==> config.mk <==
export PLATFORM = sky130hd
export DESIGN_NAME = tdo_output_mux_flat
export DESIGN_NICKNAME = d
export VERILOG_FILES = /design/src/rtl/tdo_output_mux_pkg.sv /design/src/rtl/tdo_output_mux_if.sv /design/src/rtl/tdo_output_mux_sel_decode.sv /design/src/rtl/tdo_output_mux.sv /design/src/flat_wrapper.sv
export SDC_FILE = /design/constraint.sdc
export NUM_CORES = 1
export LEC_CHECK = 0
export CAP_MARGIN = 5
export CORE_ASPECT_RATIO = 0.75
export CORE_UTILIZATION = 40
export CTS_CLUSTER_DIAMETER = 150
export CTS_CLUSTER_SIZE = 10
export DETAILED_ROUTE_END_ITERATION = 6
export PLACE_DENSITY = 0.75
export SLEW_MARGIN = 20
export SYNTH_ARGS = -nofsm -noshare
export SYNTH_HDL_FRONTEND = slang
export SYNTH_SLANG_ARGS = --single-unit
==> constraint.sdc <==
create_clock -name TCK -period 2.6 [get_ports TCK]
set_input_delay 0.52 -clock TCK [delete_from_list [all_inputs] [get_ports TCK]]
set_output_delay 0.52 -clock TCK [all_outputs]
set_load 0.02 [all_outputs]
==> src/rtl/tdo_output_mux_pkg.sv <==
// Shared JTAG types for the TDO output stage: FSM state encoding,
// the instruction opcodes used to populate the DR opcode table,
// and a helper for sizing the DR select field.
package tdo_output_mux_pkg;

    // FSM state encoding kept as plain constants so it can be compared
    // against legacy logic vectors without casts.
    typedef logic [1:0] tdo_state_t;

    localparam tdo_state_t ST_IDLE     = 2'd0;
    localparam tdo_state_t ST_SHIFT_IR = 2'd1;
    localparam tdo_state_t ST_SHIFT_DR = 2'd2;

    localparam int JTAG_IR_WIDTH = 5;

    // Instruction opcodes already in use on this TAP.
    typedef enum logic [JTAG_IR_WIDTH-1:0] {
        IR_EXTEST         = 5'h00,
        IR_IDCODE         = 5'h01,
        IR_SAMPLE_PRELOAD = 5'h02,
        IR_USER1          = 5'h08,
        IR_USER2          = 5'h09,
        IR_DEBUG          = 5'h0A,
        IR_BYPASS         = 5'h1F
    } jtag_instr_e;

    // The bypass cell is always a single bit long.
    localparam int BYPASS_LEN = 1;

    // Bits needed to index NUM_DR data registers plus the bypass slot.
    function automatic int tdo_sel_width(input int num_dr);
        return (num_dr < 1) ? 1 : $clog2(num_dr + 1);
    endfunction

endpackage

==> src/rtl/tdo_output_mux_if.sv <==
// Bundle of TAP-side control/data signals and the TDO stage results.
// master = TAP controller / IR decode side, slave = the TDO output stage.
interface tdo_output_mux_if #(
    parameter int NUM_DR    = 6,
    parameter int IR_WIDTH  = 5,
    parameter int CNT_WIDTH = 16
);
    logic                 tlr_reset;
    logic                 ir_shift;
    logic                 dr_shift;
    logic [IR_WIDTH-1:0]  instruction;
    logic [NUM_DR-1:0]    dr_out;
    logic                 bypass_out;
    logic                 instr_out;
    logic                 TDO;
    logic                 TDO_en;
    logic [CNT_WIDTH-1:0] shift_count;
    logic                 overshift;

    modport master (
        output tlr_reset,
        output ir_shift,
        output dr_shift,
        output instruction,
        output dr_out,
        output bypass_out,
        output instr_out,
        input  TDO,
        input  TDO_en,
        input  shift_count,
        input  overshift
    );

    modport slave (
        input  tlr_reset,
        input  ir_shift,
        input  dr_shift,
        input  instruction,
        input  dr_out,
        input  bypass_out,
        input  instr_out,
        output TDO,
        output TDO_en,
        output shift_count,
        output overshift
    );

endinterface

==> src/rtl/tdo_output_mux_sel_decode.sv <==
// Combinational instruction -> {DR select, declared chain length} matcher.
// The lowest-index table entry that matches wins; no match selects the
// bypass cell with a length of one.
module tdo_sel_decode
    import tdo_output_mux_pkg::*;
#(
    parameter int NUM_DR    = 6,
    parameter int IR_WIDTH  = 5,
    parameter int CNT_WIDTH = 16,
    parameter int SEL_WIDTH = tdo_sel_width(NUM_DR),
    parameter logic [NUM_DR-1:0][IR_WIDTH-1:0]  DR_OPCODES = '0,
    parameter logic [NUM_DR-1:0][CNT_WIDTH-1:0] DR_LENGTHS = '0
) (
    input  logic [IR_WIDTH-1:0]  instruction,
    output logic [SEL_WIDTH-1:0] sel,
    output logic [CNT_WIDTH-1:0] len
);

    logic [NUM_DR-1:0] hit;

    // One comparator per table entry.
    generate
        for (genvar gi = 0; gi < NUM_DR; gi++) begin : g_match
            assign hit[gi] = (DR_OPCODES[gi] == instruction);
        end
    endgenerate

    // Priority pick: scan from the top down so the lowest matching index
    // is the last one written and therefore wins.
    always_comb begin
        sel = SEL_WIDTH'(NUM_DR);
        len = CNT_WIDTH'(BYPASS_LEN);
        for (int i = NUM_DR - 1; i >= 0; i--) begin
            if (hit[i]) begin
                sel = SEL_WIDTH'(i);
                len = DR_LENGTHS[i];
            end
        end
    end

endmodule

==> src/rtl/tdo_output_mux.sv <==
// TDO output stage. Picks the serial source (data register, bypass or IR)
// for the current scan, registers TDO/TDO_en on the falling edge of TCK,
// counts bits shifted and flags scans longer than the declared DR length.
module tdo_output_mux
    import tdo_output_mux_pkg::*;
#(
    parameter int NUM_DR    = 6,
    parameter int IR_WIDTH  = 5,
    parameter int CNT_WIDTH = 16,
    parameter logic [NUM_DR-1:0][IR_WIDTH-1:0] DR_OPCODES = {
        IR_EXTEST, IR_DEBUG, IR_USER2, IR_USER1, IR_SAMPLE_PRELOAD, IR_IDCODE
    },
    parameter logic [NUM_DR-1:0][CNT_WIDTH-1:0] DR_LENGTHS = {
        16'd24, 16'd40, 16'd8, 16'd32, 16'd24, 16'd32
    }
) (
    input  logic          TCK,
    input  logic          TRST,
    tdo_output_mux_if.slave bus
);

    localparam int SEL_WIDTH = tdo_sel_width(NUM_DR);

    typedef logic [SEL_WIDTH-1:0] tdo_sel_t;
    localparam tdo_sel_t SEL_BYPASS = tdo_sel_t'(NUM_DR);

    // Registered state
    tdo_state_t           state_reg, state_next;
    tdo_sel_t             sel_reg, sel_next;
    logic [CNT_WIDTH-1:0] len_reg, len_next;
    logic                 tdo_reg, tdo_next;
    logic                 tdo_en_reg, tdo_en_next;
    logic [CNT_WIDTH-1:0] count_reg, count_next;
    logic                 overshift_reg, overshift_next;

    // Decode results and source muxing
    tdo_sel_t             dec_sel;
    logic [CNT_WIDTH-1:0] dec_len;
    logic [NUM_DR:0]      src_vec;
    logic                 entry_bit;
    logic                 shift_bit;
    logic [CNT_WIDTH-1:0] count_inc;
    logic                 enter_dr;
    logic                 enter_ir;
    logic                 stay_dr;
    logic                 stay_ir;

    tdo_sel_decode #(
        .NUM_DR     (NUM_DR),
        .IR_WIDTH   (IR_WIDTH),
        .CNT_WIDTH  (CNT_WIDTH),
        .SEL_WIDTH  (SEL_WIDTH),
        .DR_OPCODES (DR_OPCODES),
        .DR_LENGTHS (DR_LENGTHS)
    ) u_sel_decode (
        .instruction (bus.instruction),
        .sel         (dec_sel),
        .len         (dec_len)
    );

    // Bypass sits in the slot just above the last data register, so one
    // index covers every DR source.
    assign src_vec   = {bus.bypass_out, bus.dr_out};
    assign entry_bit = src_vec[dec_sel];
    assign shift_bit = src_vec[sel_reg];

    // Saturating increment: the counter parks at all-ones on very long scans.
    assign count_inc = (&count_reg) ? count_reg : count_reg + CNT_WIDTH'(1);

    // dr_shift has priority over ir_shift; a DR scan can start from IDLE or
    // directly out of an IR scan, but never restarts an ongoing DR scan.
    assign enter_dr = bus.dr_shift && (state_reg != ST_SHIFT_DR);
    assign enter_ir = bus.ir_shift && !bus.dr_shift && (state_reg == ST_IDLE);
    assign stay_dr  = bus.dr_shift && (state_reg == ST_SHIFT_DR);
    assign stay_ir  = bus.ir_shift && !bus.dr_shift && (state_reg == ST_SHIFT_IR);

    // Next-state, output and counter logic for the three-state scan FSM.
    always_comb begin
        state_next     = ST_IDLE;
        sel_next       = sel_reg;
        len_next       = len_reg;
        tdo_next       = 1'b0;
        tdo_en_next    = 1'b0;
        count_next     = count_reg;
        overshift_next = overshift_reg;

        if (enter_dr) begin
            // Freeze the selection for the whole scan.
            state_next     = ST_SHIFT_DR;
            sel_next       = dec_sel;
            len_next       = dec_len;
            tdo_next       = entry_bit;
            tdo_en_next    = 1'b1;
            count_next     = CNT_WIDTH'(1);
            overshift_next = (CNT_WIDTH'(1) > dec_len);
        end else if (enter_ir) begin
            state_next     = ST_SHIFT_IR;
            tdo_next       = bus.instr_out;
            tdo_en_next    = 1'b1;
            count_next     = CNT_WIDTH'(1);
            overshift_next = 1'b0;
        end else if (stay_dr) begin
            state_next     = ST_SHIFT_DR;
            tdo_next       = shift_bit;
            tdo_en_next    = 1'b1;
            count_next     = count_inc;
            overshift_next = overshift_reg | (count_inc > len_reg);
        end else if (stay_ir) begin
            // IR length is not policed, so overshift is left untouched.
            state_next     = ST_SHIFT_IR;
            tdo_next       = bus.instr_out;
            tdo_en_next    = 1'b1;
            count_next     = count_inc;
        end
        // Otherwise: fall back to IDLE with the pad released; the count and
        // overshift of the last scan stay visible until the next scan starts.
    end

    // Falling-edge state register with synchronous active-low reset;
    // Test-Logic-Reset has the same effect and aborts any scan.
    always_ff @(negedge TCK) begin
        if (!TRST || bus.tlr_reset) begin
            state_reg     <= ST_IDLE;
            sel_reg       <= SEL_BYPASS;
            len_reg       <= CNT_WIDTH'(BYPASS_LEN);
            tdo_reg       <= 1'b0;
            tdo_en_reg    <= 1'b0;
            count_reg     <= '0;
            overshift_reg <= 1'b0;
        end else begin
            state_reg     <= state_next;
            sel_reg       <= sel_next;
            len_reg       <= len_next;
            tdo_reg       <= tdo_next;
            tdo_en_reg    <= tdo_en_next;
            count_reg     <= count_next;
            overshift_reg <= overshift_next;
        end
    end

    assign bus.TDO         = tdo_reg;
    assign bus.TDO_en      = tdo_en_reg;
    assign bus.shift_count = count_reg;
    assign bus.overshift   = overshift_reg;

endmodule

==> src/flat_wrapper.sv <==
// flat-port wrapper written by rule: the top's interface ports become plain ports
module tdo_output_mux_flat import tdo_output_mux_pkg::*;
#(
    parameter int NUM_DR    = 6,
    parameter int IR_WIDTH  = 5,
    parameter int CNT_WIDTH = 16,
    parameter logic [NUM_DR-1:0][IR_WIDTH-1:0] DR_OPCODES = {
        IR_EXTEST, IR_DEBUG, IR_USER2, IR_USER1, IR_SAMPLE_PRELOAD, IR_IDCODE
    },
    parameter logic [NUM_DR-1:0][CNT_WIDTH-1:0] DR_LENGTHS = {
        16'd24, 16'd40, 16'd8, 16'd32, 16'd24, 16'd32
    }
)
  (TCK, TRST, bus_tlr_reset, bus_ir_shift, bus_dr_shift, bus_instruction, bus_dr_out, bus_bypass_out, bus_instr_out, bus_TDO, bus_TDO_en, bus_shift_count, bus_overshift);
  tdo_output_mux_if #(.NUM_DR(NUM_DR), .IR_WIDTH(IR_WIDTH), .CNT_WIDTH(CNT_WIDTH)) bus_i ();
  input  logic TCK;
  input  logic TRST;
  input wire logic [$bits(bus_i.tlr_reset)-1:0] bus_tlr_reset;
  input wire logic [$bits(bus_i.ir_shift)-1:0] bus_ir_shift;
  input wire logic [$bits(bus_i.dr_shift)-1:0] bus_dr_shift;
  input wire logic [$bits(bus_i.instruction)-1:0] bus_instruction;
  input wire logic [$bits(bus_i.dr_out)-1:0] bus_dr_out;
  input wire logic [$bits(bus_i.bypass_out)-1:0] bus_bypass_out;
  input wire logic [$bits(bus_i.instr_out)-1:0] bus_instr_out;
  output wire logic [$bits(bus_i.TDO)-1:0] bus_TDO;
  output wire logic [$bits(bus_i.TDO_en)-1:0] bus_TDO_en;
  output wire logic [$bits(bus_i.shift_count)-1:0] bus_shift_count;
  output wire logic [$bits(bus_i.overshift)-1:0] bus_overshift;
  assign bus_i.tlr_reset = bus_tlr_reset;
  assign bus_i.ir_shift = bus_ir_shift;
  assign bus_i.dr_shift = bus_dr_shift;
  assign bus_i.instruction = bus_instruction;
  assign bus_i.dr_out = bus_dr_out;
  assign bus_i.bypass_out = bus_bypass_out;
  assign bus_i.instr_out = bus_instr_out;
  assign bus_TDO = bus_i.TDO;
  assign bus_TDO_en = bus_i.TDO_en;
  assign bus_shift_count = bus_i.shift_count;
  assign bus_overshift = bus_i.overshift;
  tdo_output_mux #(.NUM_DR(NUM_DR), .IR_WIDTH(IR_WIDTH), .CNT_WIDTH(CNT_WIDTH), .DR_OPCODES(DR_OPCODES), .DR_LENGTHS(DR_LENGTHS)) u_core (.TCK(TCK), .TRST(TRST), .bus(bus_i));
endmodule
# After elaboration in Yosys (flattened, before gate mapping)
# Index checks and enable logic that the tools add are counted.
[totals]
ff_bits = 40
inputBits = 18
output_inout_bits = 19
elab_cells = 75
[classes]
add_sub_neg = 1
order_cmp = 4
n_eq_ne = 8
mux = 36
n_bitwise = 1
reduce_logical = 16
[op_table]
columns = ["op", "count"]
rows = [
  ["$mux W16", 8],
  ["$add A16 B1 Y16 const B", 1],
  ["$gt A1 B16 Y1 const A", 1],
  ["$gt A16 B16 Y1", 1],
  ["$mux W1", 16],
  ["$reduce_and A16 Y1", 1],
  ["$eq A4 B5 Y1 const A", 3],
  ["$mux W3", 5],
  ["$lt A3 B4 Y1 const B", 2],
  ["$mux W2", 4],
  ["$bmux W1 S3", 2],
  ["$eq A1 B5 Y1 const A", 1],
  ["$eq A2 B5 Y1 const A", 1],
  ["$logic_and A1 B1 Y1", 5],
  ["$logic_not A5 Y1", 1],
  ["$mux W5", 1],
  ["$reduce_bool A4 Y1", 1],
  ["$reduce_bool A3 Y1", 1],
  ["$reduce_or A3 Y1", 1],
  ["$eq A2 B1 Y1 const B", 1],
  ["$eq A2 B2 Y1 const B", 1],
  ["$logic_not A1 Y1", 2],
  ["$logic_not A2 Y1", 1],
  ["$ne A2 B2 Y1 const B", 1],
  ["4 further kinds", 4],
]

# Depth between registers and ports, before layout
# Gate-level depths: netlist of run 1.
[logic_depth]
word_depth = 10
ltp_mapped = 12
mapped_depth_nobuf = 12

# By module
# Synthesis of run 1 repeated with hierarchy kept, for this count alone.
[unflattened]
hier_cells = 351
area_unflattened_um2 = 2730.1
[modules_own_cells]
columns = ["mod", "instances", "cells_per_inst", "area_per_inst_um2", "seq_area_each_um2"]
rows = [
  ["tdo_output_mux", 1, 323, 2539.9, 800.8],
  ["tdo_sel_decode", 1, 28, 190.2, 0.0],
]

==> flow_metrics.tcl, run 1 <==
set metrics [dict create \
    fp.dieW_um 81.1 \
    pre_cts_slack_ns -0.886 \
    whs_ns 0.458 \
    critPathSlowestCell "mux2i_1" \
    start_util_pct 41.8 \
    muxShareOfSynthArea_pct 6.19 \
    clock_sinks 28 \
    drc 0 \
    syn_nets 259 \
    path_buf_inv 3 \
    cts_tree "yes" \
    syn-cell-area_um2 1880 \
    synthSimpleGateAreaFrac_pct 30.2 \
    ys.flop_type "dfxtp_1" \
    drtIter0Drc 179 \
    cp-end-kind "flip-flop" \
    r2r-start "u_core.bus.shift_count[0]$_SDFFE_NP0P_" \
    gr-total-overflow 0 \
    synthTopCellsByArea "dfxtp_1, nor2_1, nand2_1" \
    first_pass_iters 4 \
    grt_pass1_vias 2050 \
    worst_slack_ns -0.134 \
    start_kind "input pin" \
    grt_pass1_wl_um 8850 \
    syn_to_final_growth_pct 60.5 \
    worst_ep_arrival_time_ns 1.67 \
    slew_viol_final 0 \
    ir_drop_uv 194 \
    violations "setup timing" \
    slew_headroom_pct 74.7 \
    hold_buffers 0 \
    cts_made_buffers 3 \
    p_per_area_nw_per_um2 339 \
    vias 2189 \
    synth_top_family_by_area "simple AND/OR/NAND/NOR gates" \
    gr-usage-all-layers_pct 23.2 \
    post_drt_wl_per_cell_um 13.5 \
    antenna_found_initial 0 \
    wl_um 5530 \
    synth-seq-cells 28 \
    required_ns 1.53 \
    fin_area_um2 3020 \
    synth_xor_area_share_pct 7.46 \
    tns_ns -0.792 \
    dieArea_um2 4980 \
    detail-route-antenna-nets 0 \
    crit_family "buffers and inverters" \
    cts_max_level 1 \
    largest_register_ffs 16 \
    ys_types 54 \
    clk_latency_ns 0.37 \
    root_buffer "clkbuf_8" \
    holdCritStartpoint "u_core.len_reg[4]$_SDFFE_NP0P_" \
    p_leak_nw 1.33 \
    synth_compound_area_share_pct 18.2 \
    critPathKind "in -> reg" \
    path_clk_slew_ns 0.05 \
    num-nets-final 376 \
    synth_top_cell_area_share_pct 29.8 \
    maxCapViolCount 0 \
    ys_warn_count 0 \
    avgSynthCellArea_um2 7.96 \
    fin_skew_ns 0.0246 \
    grt_max_degree 17 \
    hold_violations 0 \
    reg2reg_depth 13 \
    layout-drive-gt1-share_pct 38.9 \
    io_buffers 36 \
    rsz0062_at_grt "yes" \
    postPlaceCellArea_um2 2690 \
    setup-violations-final 23 \
    std_cell_rows 21 \
    via_per_inst 5.35 \
    ff2ff_setup_slack_ns 0.11 \
    max_stage_delay_ns 0.21 \
    whs_path_depth 2 \
    synth_edf_count 0 \
    async_flop_share_pct 0 \
    path_max_fanout 8 \
    hpwl_um 4000 \
    r2r-end "u_core.bus.overshift$_SDFFE_NP0P_" \
    die_y_um 61.4 \
    outcome "finished, violations left" \
    core_um2 4490 \
    cp_cell_sequence "buf_8 > nor3b_4 > a22oi_2 > buf_6 > a21oi_4 > buf_6 > mux2i_1 > nor2_1" \
    clock_path_buffers 2 \
    yosys.area.top_type "dfxtp_1" \
    tightestPinTransition_ns 0.375 \
    io_pins 37 \
    synthAdderAreaFrac_pct 3.33 \
    whs_endpoint "u_core.len_reg[4]$_SDFFE_NP0P_" \
    ys_seq_area_share_pct 29.8 \
    gp_congestion 0.870 \
    holdCritPathClass "reg -> reg" \
    synth_common_cells "nor2_1, dfxtp_1, nand2_1" \
    synth_cells 236 \
    yosysMostFrequentCell "nor2_1" \
    diodes 0 \
    crit_path_frequent_cell "buf_6" \
    fin_util_pct 67.1 \
]
-- worst max path at each step --
stage / from / end / slack, ns / cells after the start
6_report: bus_dr_shift / u_core.bus.shift_count[1]$_SDFFE_NP0P_ / -0.13 / 8
5_1_grt: bus_dr_shift / u_core.bus.shift_count[2]$_SDFFE_NP0P_ / -0.17 / 9
4_1_cts: bus_dr_shift / u_core.bus.shift_count[10]$_SDFFE_NP0P_ / -0.10 / 8
3_5_place_dp: bus_ir_shift / u_core.bus.shift_count[10]$_SDFFE_NP0P_ / -0.89 / 7
3_3_place_gp: bus_dr_shift / u_core.bus.shift_count[10]$_SDFFE_NP0P_ / -0.84 / 7
2_1_floorplan: bus_dr_shift / u_core.bus.shift_count[10]$_SDFFE_NP0P_ / -0.39 / 7
-- cells by family (layout without fill, tap and decap cells) --
group                      count (synthesis)  after routing
muxes                                     10             10
DFF                                       28             28
adders and majority gates                  5              5
buffers and inverters                     17            133
xor gates and xnor gates                  16             16
AOI/OAI and AO/OA                         52             52
and+or+nand+nor                          108            108
-- layout by cell type (no fill, tap or decap), types with 5 or more instances in the layout --
cell and n:
nor2_1 29, buf_4 54, ha_1 5, a21oi_1 11
dfxtp_2 18, nand2_1 21, buf_6 23, nand3_1 7
inv_1 35, dfxtp_1 10, dlygate4sd2_1 10, mux2i_1 6
o21ai_0 8, xor2_1 7, xnor2_1 9, nand2b_1 6
-- power by group --
group,total (mW),switching [mW],internal [mW],leakage [nW]
Combinational,0.149,0.0674,0.0815,0.924
Clock,0.433,0.267,0.166,0.175
Sequential,0.441,0.00436,0.437,0.235
-- final cells by class --
cell class                      count  area [um^2]
Tap cell                           57         71.3
Fill cell                         378         1480
Timing Repair Buffer               94          822
Clock buffer                        3         41.3
Multi-Input combinational cell    191         1360
Sequential cell                    28          583
Clock inverter                     29          111
Inverter                            7         26.3
-- worst reg2reg max path: cells and delay by family, from the launching register on --
| kind | cells | cell delay, ns |
|---|---|---|
| flip-flops | 1 | 0.34 |
| adder cells (fa/ha/maj) | 2 | 0.50 |
| buffers and inverters | 1 | 0.12 |
| XOR/XNOR | 1 | 0.16 |
| AO/OA/AOI/OAI | 5 | 0.70 |
| AND/OR/NAND/NOR | 4 | 0.52 |
-- stage by stage --
| step | total power, mW | instances |
|---|---|---|
| finish | 1.02 | 409 |
| global placement | 0.657 | 371 |
| detailed placement | 0.660 | 371 |
| CTS | 1.03 | 404 |
| floorplan | 0.582 | 236 |
| global route | 1.11 | 409 |
-- metal layers --
layer  GRT usage, %  part of all wire, %  routed length [um]
met5              0                    0                   0
met4           6.89                 0.63                  35
met1           31.1                   47                2580
met2           35.9                   47                2610
met3           7.26                  5.6                 308
-- timing repair --
action	in CTS	in global routing
resized for setup	167	19
pin swaps	13	19
setup endpoints to repair	44	37
setup buffers	2	5
Note: power is estimated with default switching activity, not from simulation.
==> run 2, diff against run 1 <==
--- a/config.mk
+++ b/config.mk
@@ -7,10 +7,12 @@
 export LEC_CHECK = 0
 export CAP_MARGIN = 5
 export CORE_ASPECT_RATIO = 0.75
+export CORE_MARGIN = 2
 export CORE_UTILIZATION = 40
 export CTS_CLUSTER_DIAMETER = 150
 export CTS_CLUSTER_SIZE = 10
 export DETAILED_ROUTE_END_ITERATION = 6
+export GPL_TIMING_DRIVEN = 0
 export PLACE_DENSITY = 0.75
 export SLEW_MARGIN = 20
 export SYNTH_ARGS = -nofsm -noshare
==> flow_metrics.tcl, run 2 (synthesis gave the netlist of run 1 again) <==
set metrics [dict create \
    mostFrequentLayoutCells "buf_4, inv_1, nor2_1" \
    internal_power_uw 669 \
    seqPwrFrac_pct 42.7 \
    path_buf_inv 3 \
    critPathSlowestCell "nor3b_4" \
    detail-route-antenna-nets 0 \
    setup-violations-final 33 \
    p_comb_share_pct 14.7 \
    diodes 0 \
    final_common_cell "buf_4" \
    first_pass_iters 4 \
    startpoint "bus_dr_shift" \
    start_kind "input pin" \
    worst_ep_arrival_time_ns 1.77 \
    start_util_pct 41.8 \
    post_drt_wl_per_cell_um 15.4 \
    r2r-end "u_core.bus.overshift$_SDFFE_NP0P_" \
    drtIter0Drc 169 \
    slew_viol_final 0 \
    die_y_um 63.4 \
    postPlaceCellArea_um2 2360 \
    root_buffer "clkbuf_8" \
    clock_path_buffers 2 \
    crit_path_frequent_cell "buf_12" \
    via_per_inst 5.48 \
    crit_family "buffers and inverters" \
    path_clk_slew_ns 0.05 \
    wl_um 6250 \
    ff2ff_setup_slack_ns 0.05 \
    cp-end-kind "flip-flop" \
    gp_congestion 0.864 \
    slew_headroom_pct 63.8 \
    grt_pass1_vias 2022 \
    largest_register_ffs 16 \
    r2r-start "u_core.bus.shift_count[0]$_SDFFE_NP0P_" \
    cts_max_level 1 \
    reg2reg_depth 13 \
    clock_sinks 28 \
    gr-usage-all-layers_pct 20.9 \
    swShare_pct 33.9 \
    maxCapViolCount 0 \
    hold_violations 0 \
    max_stage_delay_ns 0.21 \
    critical_path_cell_count 8 \
    dp.cells 326 \
    layout-drive-gt1-share_pct 40.9 \
    core_um2 4490 \
    vias 2231 \
    io_pins 37 \
    p_leak_nw 1.36 \
    clk_latency_ns 0.36 \
    worst_slack_ns -0.225 \
    io_buffers 33 \
    fp.dieW_um 83.1 \
    gr-total-overflow 0 \
    cts_made_buffers 3 \
    num-nets-final 374 \
    dieArea_um2 5270 \
    grt_pass1_wl_um 9100 \
    tightestPinTransition_ns 0.542 \
    power.switching_uw 343 \
    critPathKind "in -> reg" \
    drc 0 \
    cts_tree "yes" \
    ir_drop_uv 221 \
    rsz0062_at_grt "yes" \
    fin_skew_ns 0.0182 \
    grt_max_degree 16 \
    antenna_found_initial 0 \
    fin_cells 407 \
    path_max_fanout 6 \
    required_ns 1.55 \
    violations "setup timing" \
    hpwl_um 3420 \
    cp_cell_sequence "buf_12 > nor3b_4 > a22oi_2 > buf_12 > a21oi_4 > buf_4 > mux2i_1 > nor2_1" \
    fin_area_um2 3190 \
    syn_to_final_growth_pct 69.6 \
    holdCritPathClass "reg -> reg" \
    p_clk_share_pct 42.6 \
    p_per_area_nw_per_um2 317 \
    std_cell_rows 21 \
    endpoint "u_core.bus.shift_count[1]$_SDFFE_NP0P_" \
    outcome "finished, violations left" \
]
[run 2: cell types whose count changed in the layout (fill, tap and decap cells not counted), sizes merged]
cell / previous run / this run
clkdlybuf4s15: 0 / 1
dlygate4sd2: 10 / 7
inv: 36 / 35
clkbuf: 5 / 12
clkinvlp: 0 / 1
buf: 80 / 73
[run 2: metrics by stage]
stage	TNS (ns)	setup WS [ns]	hold WS [ns]	utilization (%)	total power, mW
global placement	-23.95	-1.05	0.443	52.5	0.627
global route	-4.23	-0.293	0.484	71.0	1.08
floorplan	-4.32	-0.389	0.432	-	0.582
CTS	-2.56	-0.190	0.455	64.8	0.998
finish	-2.91	-0.225	0.454	71.0	1.01
detailed placement	-24.23	-1.05	0.449	52.5	0.629
[run 2: worst min-delay path: stages (launching register included)]
cell     delay (ns)
dfxtp_1        0.30
nand2_1        0.05
a21oi_1        0.05
[run 2: power by group through the flow]
stage          Clock (mW)  Sequential, mW  Combinational (mW)
3_5_place_dp       0.0682           0.449               0.112
5_1_grt             0.489           0.431               0.157
2_1_floorplan      0.0682           0.451              0.0635
3_3_place_gp       0.0682           0.449               0.111
6_report            0.431           0.432               0.148
4_1_cts             0.431           0.434               0.134
[run 2: how the worst min path moves through the flow]
stage	startpoint	endpoint	slack, ns	depth (start not counted)
finish	u_core.len_reg[4]$_SDFFE_NP0P_	u_core.len_reg[4]$_SDFFE_NP0P_	0.45	2
global placement	u_core.len_reg[4]$_SDFFE_NP0P_	u_core.len_reg[4]$_SDFFE_NP0P_	0.44	2
CTS	u_core.len_reg[4]$_SDFFE_NP0P_	u_core.len_reg[4]$_SDFFE_NP0P_	0.45	2
global route	u_core.len_reg[4]$_SDFFE_NP0P_	u_core.len_reg[4]$_SDFFE_NP0P_	0.48	2
floorplan	u_core.len_reg[4]$_SDFFE_NP0P_	u_core.len_reg[4]$_SDFFE_NP0P_	0.43	2
detailed placement	u_core.len_reg[4]$_SDFFE_NP0P_	u_core.len_reg[4]$_SDFFE_NP0P_	0.45	2
[run 2: cell type report]
type                    instances  area [um^2]
multi-input cells             191         1420
fillers                       314         1310
repair buffers                 83          795
flip-flops and latches         28          612
clock inverters                29          110
plain buffers                   9          110
well taps                      57         71.3
clock buffers                   3         41.3
inverters                       7         26.3
[run 2: repair_timing]
item	CTS	global route
gates cloned	2	0
buffers inserted	23	25
gates resized for setup	181	28
pin swaps	14	23
hold buffers	0	0
endpoints found under the setup margin	41	37
[run 2: per-layer routing]
metal / up-vias / track usage [%] / wire length [um]
li1: 1076 / - / -
met1: 1066 / 28.3 / 2820
met2: 81 / 31.6 / 3020
met3: 8 / 6.68 / 359
met4: 0 / 6.56 / 54
met5: - / 0 / 0
==> run 3, diff against run 2 <==
--- a/config.mk
+++ b/config.mk
@@ -7,7 +7,7 @@
 export LEC_CHECK = 0
 export CAP_MARGIN = 5
 export CORE_ASPECT_RATIO = 0.75
-export CORE_MARGIN = 2
+export CORE_MARGIN = 8
 export CORE_UTILIZATION = 40
 export CTS_CLUSTER_DIAMETER = 150
 export CTS_CLUSTER_SIZE = 10
==> flow_metrics.tcl, run 3 (synthesis gave the netlist of run 1 again) <==
set metrics [dict create \
    p_comb_share_pct 13.8 \
    grt_pass1_wl_um 9620 \
    layout-drive-gt1-share_pct 38.3 \
    core_um2 4490 \
    setup-violations-final 31 \
    fin_util_pct 67.6 \
    slew_viol_final 0 \
    cp-end-kind "flip-flop" \
    root_buffer "clkbuf_8" \
    cp_cell_sequence "buf_12 > nor3b_4 > a22oi_2 > buf_12 > nor4_4 > nand2_1 > mux2i_1 > nor2_1" \
    outcome "finished, violations left" \
    fin_skew_ns 0.0265 \
    hpwl_um 3700 \
    critPathSlowestCell "nor4_4" \
    postPlaceCellArea_um2 2360 \
    regArea_um2 614 \
    grt_pass1_vias 2101 \
    fp.dieW_um 95.1 \
    clock_path_buffers 2 \
    maxCapViolCount 0 \
    io_pins 37 \
    post_drt_wl_per_cell_um 15.5 \
    power.switching_uw 323 \
    drtIter0Drc 193 \
    max_stage_delay_ns 0.25 \
    fillers 336 \
    io_buffers 33 \
    p_per_area_nw_per_um2 322 \
    seqPwrFrac_pct 44.0 \
    tightestPinTransition_ns 0.519 \
    wl_um 6120 \
    mostFrequentLayoutCells "buf_4, inv_1, nor2_1" \
    violations "setup timing" \
    path_max_fanout 6 \
    syn_to_final_growth_pct 61.5 \
    cts_max_level 1 \
    drc 0 \
    via_per_inst 5.49 \
    fin_area_um2 3040 \
    hold_violations 0 \
    largest_register_ffs 16 \
    die_y_um 75.4 \
    first_pass_iters 4 \
    diodes 0 \
    critPathKind "in -> reg" \
    worst_slack_ns -0.223 \
    vias 2176 \
    multi_input_area_um2 1400 \
    clock_sinks 28 \
    internal_power_uw 656 \
    grt_max_degree 15 \
    fin_cells 396 \
    cts_made_buffers 3 \
    swShare_pct 33.0 \
    final_common_cell "buf_4" \
    cts_tree "yes" \
    gr-usage-all-layers_pct 16.9 \
    ir_drop_uv 259 \
    p_leak_nw 1.31 \
    holdCritPathClass "reg -> reg" \
    required_ns 1.52 \
    rsz0062_at_grt "yes" \
    detail-route-antenna-nets 0 \
    num-nets-final 364 \
    worst_ep_arrival_time_ns 1.75 \
    gp_congestion 0.824 \
    start_util_pct 41.8 \
    clk_latency_ns 0.37 \
    antenna_found_initial 0 \
    p_clk_share_pct 42.2 \
    dp.cells 326 \
    std_cell_rows 21 \
    gr-total-overflow 0 \
    crit_path_frequent_cell "buf_12" \
    dieArea_um2 7170 \
    path_clk_slew_ns 0.04 \
    slew_headroom_pct 65.3 \
    start_kind "input pin" \
]
run 3: power groups by stage:
stage | clock [mW] | combinational, mW | sequential (mW)
detailed placement | 0.0682 | 0.112 | 0.449
floorplan | 0.0682 | 0.0635 | 0.451
CTS | 0.422 | 0.127 | 0.431
global route | 0.477 | 0.145 | 0.430
finish | 0.413 | 0.135 | 0.431
global placement | 0.0682 | 0.110 | 0.449
run 3: repair_timing:
action / CTS / global route
pin swaps: 15 / 17
hold buffers: 0 / 0
cloned: 1 / 0
setup endpoints to repair: 42 / 35
resized for setup: 188 / 17
buffers inserted: 30 / 9
run 3: critical path, delay by kind of cell:
family                 cells  cell delay (ns)
and+or+nand+nor            4             0.63
buffers and inverters      2             0.29
muxes                      1             0.18
AOI/OAI and AO/OA          1             0.12
run 3: path summary, 6_finish.rpt:
kind	startpoint	endpoint	slack, ns	cells after the start
worst max-delay path	bus_dr_shift	u_core.bus.shift_count[15]$_SDFFE_NP0P_	-0.22	8
worst min-delay path	u_core.len_reg[4]$_SDFFE_NP0P_	u_core.len_reg[4]$_SDFFE_NP0P_	0.46	2
worst max register to register	u_core.bus.shift_count[0]$_SDFFE_NP0P_	u_core.bus.overshift$_SDFFE_NP0P_	-0.08	12
worst min register to register	u_core.len_reg[4]$_SDFFE_NP0P_	u_core.len_reg[4]$_SDFFE_NP0P_	0.46	2
run 3: layout make-up:
| class | instances | area share, % |
|---|---|---|
| multi-input combinational | 191 | 46.1 |
| timing repair buffer | 73 | 22.0 |
| sequential | 28 | 20.2 |
| buffer | 9 | 3.63 |
| clock inverter | 28 | 3.46 |
| tap | 57 | 2.35 |
| clock buffer | 3 | 1.36 |
| inverter | 7 | 0.866 |
run 3: stage by stage:
stage | hold WS, ns | power (mW) | TNS, ns | setup slack (ns)
2_1_floorplan | 0.432 | 0.582 | -4.32 | -0.389
3_3_place_gp | 0.443 | 0.627 | -24.11 | -1.06
3_5_place_dp | 0.450 | 0.629 | -24.68 | -1.07
4_1_cts | 0.455 | 0.979 | -1.49 | -0.148
5_1_grt | 0.492 | 1.05 | -3.55 | -0.255
6_report | 0.458 | 0.979 | -2.08 | -0.223
run 3: per-layer routing:
layer | vias up | wire, um | global-route usage (%)
met3 | 8 | 513 | 6.89
met2 | 91 | 2920 | 26.6
met5 | - | 0 | 0
met4 | 0 | 60 | 6.21
met1 | 1024 | 2630 | 20.4
li1 | 1053 | - | -
